File: src/rtl/rrf_free_list.sv
`default_nettype none
// ---------------------------------------------------------------------------
// rrf_free_list : retirement register file plus circular physical-register
//                 free list, with single-cycle restore on branch flush.
// Revision      : 1.0
// ---------------------------------------------------------------------------
module rrf_free_list #(
  parameter int NUM_PREGS = 64,
  parameter int NUM_AREGS = 32
) (
  input  logic                                    clk,
  input  logic                                    rst,
  input  logic                                    commit_valid,
  input  logic [$clog2(NUM_AREGS)-1:0]            commit_rd,
  input  logic [$clog2(NUM_PREGS)-1:0]            commit_pd,
  input  logic                                    commit_regf_we,
  input  logic                                    alloc_req,
  output logic [$clog2(NUM_PREGS)-1:0]            alloc_preg,
  output logic                                    alloc_valid,
  input  logic                                    flush,
  output logic [NUM_AREGS*$clog2(NUM_PREGS)-1:0]  rrf_map,
  output logic [$clog2(NUM_PREGS-NUM_AREGS):0]    free_count
);

  localparam int PREG_W = $clog2(NUM_PREGS);
  localparam int DEPTH  = NUM_PREGS - NUM_AREGS;
  localparam int IDX_W  = $clog2(DEPTH);
  localparam int PTR_W  = IDX_W + 1;
  localparam logic [PTR_W-1:0] FULL_COUNT = PTR_W'(DEPTH);

  logic [PREG_W-1:0] rrf  [NUM_AREGS];
  logic [PREG_W-1:0] ring [DEPTH];
  logic [PTR_W-1:0]  head;
  logic [PTR_W-1:0]  tail;

  logic              commit_eff;
  logic [PTR_W-1:0]  tail_n;

  assign commit_eff  = commit_valid && commit_regf_we && (commit_rd != '0);
  assign tail_n      = tail + {{(PTR_W-1){1'b0}}, commit_eff};

  assign free_count  = tail - head;
  assign alloc_valid = (head != tail);
  assign alloc_preg  = ring[head[IDX_W-1:0]];

  always_ff @(posedge clk) begin
    if (rst) begin
      for (int i = 0; i < NUM_AREGS; i++) begin
        rrf[i] <= PREG_W'(i);
      end
      for (int j = 0; j < DEPTH; j++) begin
        ring[j] <= PREG_W'(NUM_AREGS + j);
      end
      head <= '0;
      tail <= FULL_COUNT;
    end else begin
      // The superseded mapping is read before this edge's rrf write lands.
      if (commit_eff) begin
        rrf[commit_rd]          <= commit_pd;
        ring[tail[IDX_W-1:0]]   <= rrf[commit_rd];
      end
      tail <= tail_n;
      // Flush makes the ring full relative to the post-commit tail.
      if (flush) begin
        head <= {~tail_n[PTR_W-1], tail_n[IDX_W-1:0]};
      end else if (alloc_req && alloc_valid) begin
        head <= head + PTR_W'(1);
      end
    end
  end

  always_ff @(posedge clk) begin
    if (!rst && commit_eff) begin
      assert (free_count != FULL_COUNT);
    end
  end

  for (genvar g = 0; g < NUM_AREGS; g++) begin : g_map
    assign rrf_map[g*PREG_W +: PREG_W] = rrf[g];
  end

endmodule
`default_nettype wire
File: config.mk
export PLATFORM = sky130hd
export DESIGN_NAME = rrf_free_list
export DESIGN_NICKNAME = d
export VERILOG_FILES = /design/src/rtl/rrf_free_list.sv
export SDC_FILE = /design/constraint.sdc
export NUM_CORES = 1
export LEC_CHECK = 0
export BUFFER_PORTS_ARGS = -buffer_cell sky130_fd_sc_hd__buf_4
export CORE_ASPECT_RATIO = 2
export CORE_MARGIN = 3
export CORE_UTILIZATION = 50
export CTS_CLUSTER_DIAMETER = 50
export CTS_CLUSTER_SIZE = 20
export DETAILED_ROUTE_END_ITERATION = 6
export PLACE_DENSITY = 0.66
export SLEW_MARGIN = 20
export SYNTH_ARGS = -nofsm -noshare
export SYNTH_HDL_FRONTEND = slang
export SYNTH_SLANG_ARGS = --single-unit
File: constraint.sdc
create_clock -name clk -period 5.8 [get_ports clk]
set_input_delay 0.87 -clock clk [delete_from_list [all_inputs] [get_ports clk]]
set_output_delay 0.87 -clock clk [all_outputs]
set_load 0.02 [all_outputs]
**Word-level counts from Yosys, hierarchy flattened**

Memories as Yosys holds them, arrays and structs flattened. A register that Yosys moved wholly into a read port is not among the register bits.
Index checks and enable logic that the tools add are counted.

- RAM bits: 384
- Memories: 2
- Logic and storage cells: 31
- Bits in registers: 12

- Bitwise operators: 1
- Add/sub/neg operators: 3
- Reductions and logical operators: 7
- Multiplexer cells: 15
- Eq/ne operators: 1

Memories:

| memory | words | width | rd ports | clocked after Yosys merged registers in | wr ports | line | source |
|---|---|---|---|---|---|---|---|
| ring | 32 | 6 | 1 | 1 | 32 | 32 | `logic [PREG_W-1:0] ring [DEPTH];` |
| rrf | 32 | 6 | 33 | 0 | 32 | 31 | `logic [PREG_W-1:0] rrf [NUM_AREGS];` |

Operator list:

| operator | count |
|---|---|
| $mux 6 | 4 |
| $mux 5 | 4 |
| $reduce_or 6->1 | 2 |
| $mux 1 | 7 |
| $add 6x1->6 | 1 |
| $add 6x1->6 const B | 1 |
| $ne 6x6->1 | 1 |
| $sub 6x6->6 | 1 |
| $reduce_bool 5->1 | 1 |
| $logic_and 1x1->1 | 3 |
| $reduce_bool 2->1 | 1 |
| $not 1->1 | 1 |

**Logic depth before layout (Yosys ltp)**

- Word-level depth: 7
- Depth in mapped cells: 11
- Mapped depth without buffers: 8

**Worst setup path after synthesis**

Ideal clock, no wire load.

- Kind: input to register
- Start point: input port commit_rd[0]
- End point: memory rrf[16][0] (netlist name), enable pin
- Setup time: 0.377 ns
- Required time: 5.423 ns
- Cell stages on the path: 8
- Arrival time: 2.595 ns
- Path buffers: 6
- Setup slack: 2.828 ns
- Cells stage by stage: buf_6 > buf_12 > buf_4 > buf_2 > nand4bb_1 > clkbuf_1 > clkbuf_1 > o21ai_0

RTL lines:

| item | line | source |
|---|---|---|
| start: declaration | 14 | `input logic [$clog2(NUM_AREGS)-1:0] commit_rd,` |
| end: declaration | 31 |  |

==> metrics.md <==
| Metric | Value |
|---|---|
| Most common cell after layout, fill and taps aside | edfxtp_1 |
| Post-Layout Inst Area | 21400 µm² |
| Top-Level Pins | 222 |
| Combinational group share of total power | a little over an eighth |
| Internal Pwr Total | roughly 4.4 mW |
| Overall die height | roughly 280 µm |
| Initial cell density of the core | ~51% |
| Post-synthesis area per instance | around 13 µm² |
| Layout overhead on the synthesized area | 13.4% |
| H-Tree Level Count | 1 |
| Count of distinct cell types in the synthesized netlist | 54 |
| Register area share after synthesis | between 60% and 70% |
| Core Util, Final | a little under three fifths |
| Fin crit share | just over 70% |
| Synth Instances | roughly 1500 |
| Setup fix buffers added after clock tree synthesis | 0 |
| Post-DR vias/cell | about 6 |
| Row count | 100 |
| Clock group share of total power | between 30% and 40% |
| Area of the multi-input gates | 6220 µm² |
| Max-slew headroom | between 20% and 30% |
| Required time at the worst-slack endpoint | around 5000 ps |
| Initial antenna violation count | 1 |
| Async S/R FF share, synth | 0% |
| Final-layout worst hold slack | around 630 ps |
| Commonest non-fill, non-tap cells in the layout | edfxtp_1 (384), buf_4 (247), nand2_1 (224) |
| EDFF count, synth | 384 |
| Pre-antenna DRT Iters | 7 |
| Worst Path Arrival | ~3300 ps |
| Final routed wirelength across all metal layers | approximately 57000 µm |
| Final routed wire length divided by cell count | around 27 µm |
| Aggregate negative setup slack | 0 ps |
| Floorplan die area | just over 40000 µm² |
| Largest net degree at the start of global routing | 72 |
| Number of global-route vias before repair | around 13000 |
| Post-CTS clock slew at the launch and capture registers of the worst setup and hold paths | approximately 80 ps |
| Clock latency reported for the late side of the worst-skew pair | 570 ps |
| Number of hold buffers added after CTS | 0 |
| Maximum buffer depth of the clock tree | 3 |
| Global-route wire length before repair | between 80000 and 90000 µm |
| Max-capacitance violation count | 0 |
| Number of resized instances in the post-cts repair step | 0 |
| Total number of vias | approximately 13000 |
| Max Freq | 0.242 GHz |
| Cts bufs inserted | 25 |
| Synth Cell Area | roughly 19000 µm² |
| Post-DRT Antenna Nets | 0 |
| Peak supply drop | 0.000292 V |
| Final Power | between 6 and 7 mW |
| Yosys reg bits | about 400 |
| Maximum fanout encountered on the critical timing path | 25 |
| Endpoint type of the worst setup path | primary output |
| Worst hold path stage count | 3 |
| Clock root buffer | clkbuf_16 |
| Fraction of layout instances using a drive strength above 1 | between 20% and 30% |
| Number of nets in the layout | roughly 1700 |
| Placeable core region | ~37000 µm² |
| Warning count from the yosys run | 0 |
| Clock sinks | around 400 |
| Sequential Area | 11900 µm² |
| Class of the tightest hold or removal check | input pin to flip-flop |
| Worst Skew | approximately 17 ps |
| Final count of negative-setup-slack endpoints | 0 |
| Final weighted congestion in routability-driven placement | a little over 0.9 |
| Horizontal die dimension | roughly 140 µm |
| Final Hold Viols | 0 |
| Detailed router's first-iteration violation count | between 900 and 1000 |
| Fill cell instance count of the final layout | about 3100 |
| Power density normalized to cell area | roughly 280 nW/µm² |
| Fraction of power consumed by sequential logic | 56.2% |
| Port Buffers | 221 |
| Result of the run | finished, final reports clean |
| CTS tree | yes |
| Final global-route overflow total | 0 |
| Global routing usage summed across all routing layers | 28.7% |
| Count of unresolved DRC violations after routing | 0 |
| Static leakage | approximately 7.2 nW |
| Cell area after placement | a little over 20000 µm² |
| Pin slew with the least headroom to its limit | about 1100 ps |
| Net switching power of the design | 1.58 mW |
| Cells on worst reg2reg path | 2 |
| Kind of critical path | flip-flop to primary output |
| Net switching share of the total power | 26.4% |
| Unrepaired setup endpoints after global routing | false |
| CP startpoint kind | flip-flop |
| Detailed Place HPWL | 42400 µm |
| Commonest register cell after synthesis | edfxtp_1 |
| Crit path time final | 4130 ps |
| Max Transition Viols Final | 0 |
-- cells in the mapped netlist, types with 3 or more instances --
master / instances / area [µm²]
nand3b_1: 4 / 30.0
clkinv_1: 4 / 15.0
buf_6: 23 / 259
or2_2: 6 / 37.5
and3b_1: 3 / 26.3
and2_1: 13 / 81.3
nor2b_1: 7 / 43.8
or4b_1: 3 / 30.0
xor2_1: 4 / 35.0
nor2_1: 151 / 567
o22ai_1: 48 / 300
or3_1: 36 / 225
ha_1: 8 / 100
buf_1: 4 / 15.0
o21a_1: 7 / 52.6
buf_2: 17 / 85.1
mux4_2: 42 / 946
nor4_1: 5 / 31.3
nor3_1: 96 / 480
nand4bb_1: 7 / 78.8
nand2b_1: 9 / 56.3
inv_1: 21 / 78.8
nor4b_4: 6 / 143
a21oi_1: 12 / 60.1
a22oi_1: 12 / 90.1
dfxtp_1: 17 / 340
nand4_1: 3 / 18.8
buf_4: 3 / 22.5
or4_4: 6 / 67.6
nand2_1: 224 / 841
o21ai_0: 41 / 205
or4_1: 3 / 22.5
nand4b_1: 3 / 26.3
mux2i_1: 126 / 1260
clkbuf_1: 72 / 270
nand3_1: 19 / 95.1
xnor2_1: 7 / 61.3
edfxtp_1: 384 / 11500
-- sequential cells by signal (all words and copies together) (netlist names), named ones only --
register / cells
head: 6
ring: 192
rrf: 192
tail: 6
-- power by group through the flow --
stage,sequential [mW],clock (mW),combinational [mW]
5_1_grt,3.38,1.93,0.862
6_report,3.37,1.81,0.818
2_1_floorplan,3.48,0,0.452
3_3_place_gp,3.43,0,0.811
3_5_place_dp,3.44,0,0.821
4_1_cts,3.37,1.83,0.821
-- critical path, stage by stage (launching register included) --
cell and delay, ps:
dfxtp_2 920, buf_4 370, mux4_2 520, mux2i_1 370, a22oi_1 170, o21a_1 150, buf_4 150
-- final timing paths --
path	start	end	slack, ps
hold reg to reg	head[3]$_SDFFE_PP0N_	flip-flop	630
setup reg to reg	tail[1]$_SDFF_PP0_	ring[23][2]$_SDFFCE_PN1P_	2820
setup / recovery	flip-flop	alloc_preg[0]	1670
hold / removal	flush	flip-flop	630
-- stage by stage --
| stage | worst slack [ps] | std cells |
|---|---|---|
| floorplan | 2830 | 1483 |
| global placement | 1580 | 2068 |
| detailed placement | 1500 | 2068 |
| CTS | 1630 | 2108 |
| global route | 1540 | 2108 |
| finish | 1670 | 2110 |
-- final cells by class --
cell class                 instances  area share (%)
sequential                       401            55.5
multi-input combinational        935            29.1
timing repair buffer             248            8.72
clock buffer                      33            3.11
tap                              459            2.69
inverter                          25           0.439
clock inverter                     7           0.380
antenna                            2          0.0234
-- per-layer routing --
layer / global-route usage (%) / part of all wire, % / vias up
li1: - / - / 5754
met1: 28.0 / 30 / 6277
met2: 55.6 / 57 / 537
met3: 5.04 / 6.5 / 155
met4: 15.2 / 6.3 / 0
met5: 0 / 0 / -
-- cell families (layout without fill, tap and decap cells) --
group	Yosys count	count (layout)	synth area share [%]
and+or+nand+nor	614	614	15.9
DFF	401	401	62.9
muxes	169	169	11.8
buffers and inverters	147	313	4.25
AOI/OAI and AO/OA	126	126	4.03
xor gates and xnor gates	11	11	0.511
adders and majority gates	9	9	0.637
other	1	8	0.0199
No activity file was read; power rests on OpenSTA's default activity.
